==> src/rtl/mem_arbiter_pkg.sv <==
// rtl/mem_arbiter_pkg.sv - shared types and constants for the CPU/DMA memory arbiter
package mem_arbiter_pkg;

  localparam int ADDR_W_DEF = 27;
  localparam int DATA_W_DEF = 32;

  localparam logic PORT_CPU = 1'b0;
  localparam logic PORT_DMA = 1'b1;

  typedef enum logic [1:0] {
    IDLE,
    ISSUE,
    ACTIVE,
    DONE
  } arb_state_t;

  // A lone requester wins outright; a tie goes to the port that was not served last.
  function automatic logic pick_owner(input logic cpu_pend, input logic dma_pend,
                                      input logic last_grant);
    if (cpu_pend && dma_pend) begin
      return ~last_grant;
    end else if (cpu_pend) begin
      return PORT_CPU;
    end else begin
      return PORT_DMA;
    end
  endfunction

endpackage

==> src/rtl/mem_req_latch.sv <==
// rtl/mem_req_latch.sv - per-port request latch holding one outstanding memory request
module mem_req_latch
  import mem_arbiter_pkg::*;
#(
  parameter int ADDR_W = ADDR_W_DEF,
  parameter int DATA_W = DATA_W_DEF
) (
  input  logic              clk,
  input  logic              reset,
  input  logic              start,
  input  logic              clear,
  input  logic [ADDR_W-1:0] address,
  input  logic [DATA_W-1:0] data,
  input  logic              we,
  output logic [ADDR_W-1:0] lat_address,
  output logic [DATA_W-1:0] lat_data,
  output logic              lat_we,
  output logic              pending
);

  // A start while a request is already held is dropped, so the held fields never move.
  always_ff @(posedge clk or posedge reset) begin
    if (reset) begin
      lat_address <= '0;
      lat_data    <= '0;
      lat_we      <= 1'b0;
      pending     <= 1'b0;
    end else if (clear) begin
      pending <= 1'b0;
    end else if (start && !pending) begin
      lat_address <= address;
      lat_data    <= data;
      lat_we      <= we;
      pending     <= 1'b1;
    end
  end

endmodule

==> src/rtl/mem_arbiter.sv <==
// rtl/mem_arbiter.sv - round-robin arbiter sharing one memory port between CPU and DMA
module mem_arbiter
  import mem_arbiter_pkg::*;
#(
  parameter int ADDR_W = ADDR_W_DEF,
  parameter int DATA_W = DATA_W_DEF
) (
  input  logic              clk,
  input  logic              reset,
  input  logic [ADDR_W-1:0] cpu_address,
  input  logic [DATA_W-1:0] cpu_data,
  input  logic              cpu_we,
  input  logic              cpu_start,
  output logic [DATA_W-1:0] cpu_q,
  output logic              cpu_busy,
  input  logic [ADDR_W-1:0] dma_address,
  input  logic [DATA_W-1:0] dma_data,
  input  logic              dma_we,
  input  logic              dma_start,
  output logic [DATA_W-1:0] dma_q,
  output logic              dma_busy,
  output logic [ADDR_W-1:0] mem_address,
  output logic [DATA_W-1:0] mem_data,
  output logic              mem_we,
  output logic              mem_start,
  input  logic [DATA_W-1:0] mem_q,
  input  logic              mem_busy
);

  logic [ADDR_W-1:0] cpu_lat_address, dma_lat_address, sel_address;
  logic [DATA_W-1:0] cpu_lat_data, dma_lat_data, sel_data;
  logic              cpu_lat_we, dma_lat_we, sel_we;
  logic              cpu_pending, dma_pending;
  logic              cpu_clear, dma_clear;
  logic              next_owner;

  arb_state_t state;
  logic       owner;
  logic       last_grant;
  logic       seen_busy;

  assign cpu_clear = (state == DONE) && (owner == PORT_CPU);
  assign dma_clear = (state == DONE) && (owner == PORT_DMA);

  mem_req_latch #(.ADDR_W(ADDR_W), .DATA_W(DATA_W)) u_cpu_latch (
    .clk        (clk),
    .reset      (reset),
    .start      (cpu_start),
    .clear      (cpu_clear),
    .address    (cpu_address),
    .data       (cpu_data),
    .we         (cpu_we),
    .lat_address(cpu_lat_address),
    .lat_data   (cpu_lat_data),
    .lat_we     (cpu_lat_we),
    .pending    (cpu_pending)
  );

  mem_req_latch #(.ADDR_W(ADDR_W), .DATA_W(DATA_W)) u_dma_latch (
    .clk        (clk),
    .reset      (reset),
    .start      (dma_start),
    .clear      (dma_clear),
    .address    (dma_address),
    .data       (dma_data),
    .we         (dma_we),
    .lat_address(dma_lat_address),
    .lat_data   (dma_lat_data),
    .lat_we     (dma_lat_we),
    .pending    (dma_pending)
  );

  // A queued request keeps its port busy for the whole wait behind the other port.
  assign cpu_busy = cpu_pending;
  assign dma_busy = dma_pending;

  always_comb begin
    next_owner  = pick_owner(cpu_pending, dma_pending, last_grant);
    sel_address = dma_lat_address;
    sel_data    = dma_lat_data;
    sel_we      = dma_lat_we;
    if (next_owner == PORT_CPU) begin
      sel_address = cpu_lat_address;
      sel_data    = cpu_lat_data;
      sel_we      = cpu_lat_we;
    end
  end

  always_ff @(posedge clk or posedge reset) begin
    if (reset) begin
      state       <= IDLE;
      owner       <= PORT_CPU;
      last_grant  <= PORT_DMA;
      seen_busy   <= 1'b0;
      mem_start   <= 1'b0;
      mem_address <= '0;
      mem_data    <= '0;
      mem_we      <= 1'b0;
      cpu_q       <= '0;
      dma_q       <= '0;
    end else begin
      mem_start <= 1'b0;
      case (state)
        IDLE: begin
          if (cpu_pending || dma_pending) begin
            owner       <= next_owner;
            mem_address <= sel_address;
            mem_data    <= sel_data;
            mem_we      <= sel_we;
            mem_start   <= 1'b1;
            state       <= ISSUE;
          end
        end
        ISSUE: begin
          seen_busy <= 1'b0;
          state     <= ACTIVE;
        end
        // Completion needs a busy-high cycle first, so a late-rising busy is not mistaken for done.
        ACTIVE: begin
          if (mem_busy) begin
            seen_busy <= 1'b1;
          end else if (seen_busy) begin
            state <= DONE;
          end
        end
        DONE: begin
          if (!mem_we) begin
            if (owner == PORT_CPU) begin
              cpu_q <= mem_q;
            end else begin
              dma_q <= mem_q;
            end
          end
          last_grant <= owner;
          state      <= IDLE;
        end
        default: state <= IDLE;
      endcase
    end
  end

endmodule
==> config.mk <==
export PLATFORM = sky130hd
export DESIGN_NAME = mem_arbiter
export DESIGN_NICKNAME = d
export VERILOG_FILES = /design/src/rtl/mem_arbiter_pkg.sv /design/src/rtl/mem_req_latch.sv /design/src/rtl/mem_arbiter.sv
export SDC_FILE = /design/constraint.sdc
export NUM_CORES = 1
export LEC_CHECK = 0
export ABC_AREA = 1
export ABC_CLOCK_PERIOD_IN_PS = 13800
export BUFFER_PORTS_ARGS = -buffer_cell sky130_fd_sc_hd__buf_2
export CAP_MARGIN = 20
export CORE_ASPECT_RATIO = 0.6
export CORE_MARGIN = 3
export CORE_UTILIZATION = 55
export DETAILED_ROUTE_END_ITERATION = 16
export PLACE_DENSITY = 0.93
export SYNTH_ARGS = -nofsm -noshare
export SYNTH_HDL_FRONTEND = slang
export SYNTH_SLANG_ARGS = --single-unit
==> constraint.sdc <==
create_clock -name clk -period 13.8 [get_ports clk]
set_clock_uncertainty 0.2 [all_clocks]
set_input_delay 1.38 -clock clk [delete_from_list [all_inputs] [get_ports clk]]
set_output_delay 1.38 -clock clk [all_outputs]
set_load 0.02 [all_outputs]
### Yosys cells after proc, flatten, opt, wreduce, memory -nomap -nowiden

Index checks and enable logic that the tools add are counted.

* equality and inequality tests: 7
* muxes and demuxes: 17
* bitwise operators: 5
* reduce and logical (&&, ||, !) cells: 19

Operators with widths (count)
* 2-to-1 mux 32 bit: 1
* 2-to-1 mux 27 bit: 1
* 2-to-1 mux 1 bit: 10
* AND reduction 3 bit: 3
* inequality test 2 bit (second input constant): 4
* case mux 2 bit (4 select lines): 1
* AND reduction 2 bit: 4
* 2-to-1 mux 2 bit: 3
* nonzero test 2 bit: 3
* logical AND 1 bit: 5
* NOT 1 bit: 5
* equality test 2 bit (second input constant): 2
* equality test 2 x 1 -> 1 bit (second input constant): 1
* zero test 1 bit: 2
* zero test 2 bit: 1
* case mux 1 bit (2 select lines): 1
* logical OR 1 bit: 1

* register bits after elaboration: 252
* input bits: 157
* output and inout port bits: 127
* logic and storage cells: 66

### Longest topological paths before layout

* depth in word-level cells: 4
* gate-level depth with buffers: 7
* gate-level depth less buffers: 6

### Hierarchy

A second synthesis with hierarchy kept.

* cell total of the unflattened synthesis: 1323
* area, all modules: 10904.2 um2

Modules (own cells, without submodules)
* mem_arbiter: instances 1, cells an instance 793, area an instance 6112.1 um2, seq. area each 3254.4 um2
* mem_req_latch: instances 2, cells an instance 265, area an instance 2396.0 um2, seq. area each 1526.5 um2

### Worst setup path after synthesis

OpenSTA, ideal clock, no wires.

* kind: in2reg
* start: input cpu_start
* end: register u_cpu_latch.lat_data[13]
* library setup time: 0.130 ns
* data arrival time: 1.899 ns
* required time: 13.470 ns
* path slack: 11.571 ns
* stages on the path: 5
* path buffers: 2
* cells stage by stage: nand3_2 > buf_4 > buf_2 > nand2_1 > o21ai_0

* longest elaborated chain between the ends: 2

RTL lines
* start, declared: RTL line mem_arbiter.sv:13 `input logic cpu_start,`
* logical AND 1 bit: RTL line mem_req_latch.sv:30 `end else if (start && !pending) begin`
* AND reduction 2 bit (no source line)
* end signal, assigned: RTL line mem_req_latch.sv:32 `lat_data <= data;`
* end, declared: RTL line mem_req_latch.sv:16 `output logic [DATA_W-1:0] lat_data,`

Every way passes these cells.
A chain may end at the register's enable or synchronous reset.

### Final worst setup path

* start: register u_cpu_latch.pending
* end: output cpu_busy

RTL lines
* start, declared: RTL line mem_req_latch.sv:18 `output logic pending`
* start signal, assigned: RTL line mem_req_latch.sv:27 `pending <= 1'b0;`
* start signal, assigned: RTL line mem_req_latch.sv:29 `pending <= 1'b0;`
* start signal, assigned: RTL line mem_req_latch.sv:34 `pending <= 1'b1;`
* end, declared: RTL line mem_arbiter.sv:15 `output logic cpu_busy,`

No word-level cell between the ends.

==> impl_results.md <==
* Area leader, netlist: dfrtp_1
* Area of the multi-input gates at 3243 um^2
* Mapped Cells at about 1200
* Distinct cells, synth at 24
* Part of the Yosys area used for sequential elements at about three fifths
* Core Util, Final at 69.90%
* Post-synth top area share at 58.34%
* GP Congestion at approximately 0.84
* Slew margin rel. at between 40% and 50%
* Top_reg_cell synth: dfrtp_1
* Critical path class: flip-flop to primary output
* Via count at roughly 9000
* FF/Latch Area at about 6300 um^2
* Status: completed
* Drt pass-1 iters at 5
* Ports at ~280
* Fraction of layout cells with a size suffix above 1 at between 20% and 30%
* Asr flop ratio synth at between 90% and 100%
* H-tree depth at 1
* Die X at roughly 190 um
* WL final at approximately 28000 um
* Antenna-violating nets left at 0
* Mean post-synth cell area at ~8.6 um^2
* Clk root buf: clkbuf_16
* Die height at ~110 um
* Number of synthesized flops with an enable pin at 0
* Setup crit start kind: flip-flop
* Vias in the first global route at about 9000
* Core area at between 15000 and 20000 um^2
* Most area-consuming cells after synthesis: dfrtp_1 (58%), nand2_1 (11%), inv_1 (7.7%)
* Die ar. at roughly 21000 um^2
* Netlist Area Pre-Place at roughly 11000 um^2
* Initial DRC Count at 650
* Final #Nets at about 1700
* First-pass GRT wire length at 44860 um
* Reg2reg start: u_cpu_latch.pending$_DFFE_PP0P_
* Filler Cell Count at approximately 1400
* CTS Hold Bufs at 0
* R2r setup slk at 11130 ps
* Mapped Nets at between 1000 and 1500
* TritonCTS clock tree: built
* Worst skew pair latency at 500 ps
* Pwr dens at 258.5 nW/um^2
* Initial antenna violation count at 5
* Maximum VDD drop at 159.6 uV
* Static Leak at slightly above 7 nW
* Slowest cell on crit path: dfrtp_2
* Slew @ Worst Pin at 771.6 ps
* Post-Layout Cell Count at 1773
* Leading post-synthesis cells by instance count: nand2_1 (319), dfrtp_1 (251), inv_1 (221)
* Final min period at 2885 ps
* Beginning of the critical path: u_cpu_latch.pending$_DFFE_PP0P_
* Max-slew violations at 0
* Synthesis-to-finish area growth at 21.02%
* Flop and latch count out of synthesis at ~250
* Placed Cells at approximately 1700
* Critical-path cell list: buf_2
* Drt drc at 0
* Port Buf Inserts at ~280
* Post-DP Area at around 12000 um^2
* Post-CTS sizing at 0
* RSZ-0062 raised after global routing: false
* Reg2Reg Depth at 6
* Worst-path clk slew at 70 ps
* Final worst-path cycle share at a little over a fifth
* Hold/Removal Path Class: flip-flop to flip-flop
* GRT overflow at 0
* Worst setup EP type: primary output
* Endpoints failing setup at 0
* Crit. path cell count at 1
* Setup TNS at 0 ps
* Sink Count at approximately 250
* Post-CTS setup buffer count at 0
* Crit-path max FO at 14
* Dpl hpwl at around 18000 um
* Wire per inst at 15.62 um
* FP Rows at 38
* Max clock buf depth at 3
* Worst reg2reg endpoint: mem_data[15]$_DFFE_PP0P_
* Crit path capture: cpu_busy
* Post-route design area at 13030 um^2
* Top cell family by delay on the critical path: flip-flops
* Hold Violations, Final at 0
* Critical Path RT at approximately 12000 ps
* Crit path buf inv count at 1
* Routed vias/inst at a little over 5
* Worst EP arrival at approximately 1300 ps
* FMAX at 346.7 MHz
* Most common cell in the netlist: nand2_1
* Starting Density at between 50% and 60%
* Slowest stage delay, CP at ~570 ps
* Ys Warns at 0
* Max_cap viols at 0
* Gr usage total at about a quarter
* Num CTS Buffers at 22
* Largest net degree at the start of global routing at 122
how the worst min path moves through the flow:
stage | from | cells after the start | end | slack (ps)
detailed placement | mem_data[5]$_DFFE_PP0P_ | 2 | mem_data[5]$_DFFE_PP0P_ | 260
global placement | mem_data[22]$_DFFE_PP0P_ | 2 | mem_data[22]$_DFFE_PP0P_ | 260
CTS | mem_data[24]$_DFFE_PP0P_ | 2 | mem_data[24]$_DFFE_PP0P_ | 280
finish | mem_address[5]$_DFFE_PP0P_ | 2 | mem_address[5]$_DFFE_PP0P_ | 280
global route | dma_q[9]$_DFFE_PP0P_ | 2 | dma_q[9]$_DFFE_PP0P_ | 300
floorplan | u_cpu_latch.lat_address[18]$_DFFE_PP0P_ | 2 | u_cpu_latch.lat_address[18]$_DFFE_PP0P_ | 250
metal layers:
layer  GRT usage [%]  up-vias  share of wire [%]
met3           5.843       57                8.8
met2           42.70      411                 47
met4           6.291        8                1.9
li1                -     4318                  -
met5               0        -               0.17
met1           35.38     4365                 43
layout by cell type, fill, tap and decap left out:
cell / instances
bufinv_16: 1
nor2_1: 60
nor2_4: 1
ha_1: 5
clkbuf_16: 23
o21a_1: 32
dfrtp_2: 1
o21ai_1: 46
clkinv_2: 4
diode_2: 1
inv_8: 1
inv_2: 1
dfrtp_1: 250
o21ai_2: 10
o21ai_0: 40
buf_2: 283
a21oi_1: 60
inv_1: 220
o21ai_4: 1
nand2_1: 318
buf_4: 11
or2_2: 2
nand2_2: 2
clkbuf_1: 5
nand3_4: 2
buf_16: 3
dfstp_2: 1
clkbuf_8: 6
nand3_1: 123
kinds of logic after synthesis:
kind of cell             Yosys count  share of synthesized area [%]
AND/OR/NAND/NOR                  508                          19.40
adder cells (fa/ha/maj)            5                         0.5811
flip-flops                       252                          58.59
buffers and inverters            292                          11.45
AO/OA/AOI/OAI                    189                          9.984
cell type report:
class,instances,area share (%)
multi-input combinational,702,24.89
inverter,222,6.453
clock inverter,5,0.3841
tap,260,2.497
clock buffer,34,5.195
timing repair buffer,297,12.14
sequential,252,48.42
antenna,1,0.01921
power by group:
group / internal (mW) / switching, mW
clock network: 0.356 / 0.263
logic: 0.478 / 0.973
registers: 1.10 / 0.193
state kept, by name, indices dropped and copies added (netlist names):
signal	cells
u_cpu_latch.pending	1
mem_start	1
u_dma_latch.lat_address	27
cpu_q	32
dma_q	32
u_cpu_latch.lat_we	1
u_dma_latch.lat_data	32
last_grant	1
seen_busy	1
u_cpu_latch.lat_data	32
mem_we	1
u_dma_latch.pending	1
u_cpu_latch.lat_address	27
owner	1
state	2
mem_data	32
u_dma_latch.lat_we	1
mem_address	27
stage by stage:
stage	worst slack (ps)	total power [mW]	hold slack (ps)
floorplan	5293	2.296	253.0
global placement	10540	2.671	258.6
detailed placement	10530	2.744	259.9
CTS	10910	3.374	279.2
finish	10920	3.368	275.4
global route	10860	3.617	300.2
Note: power is estimated with default switching activity, not from simulation.
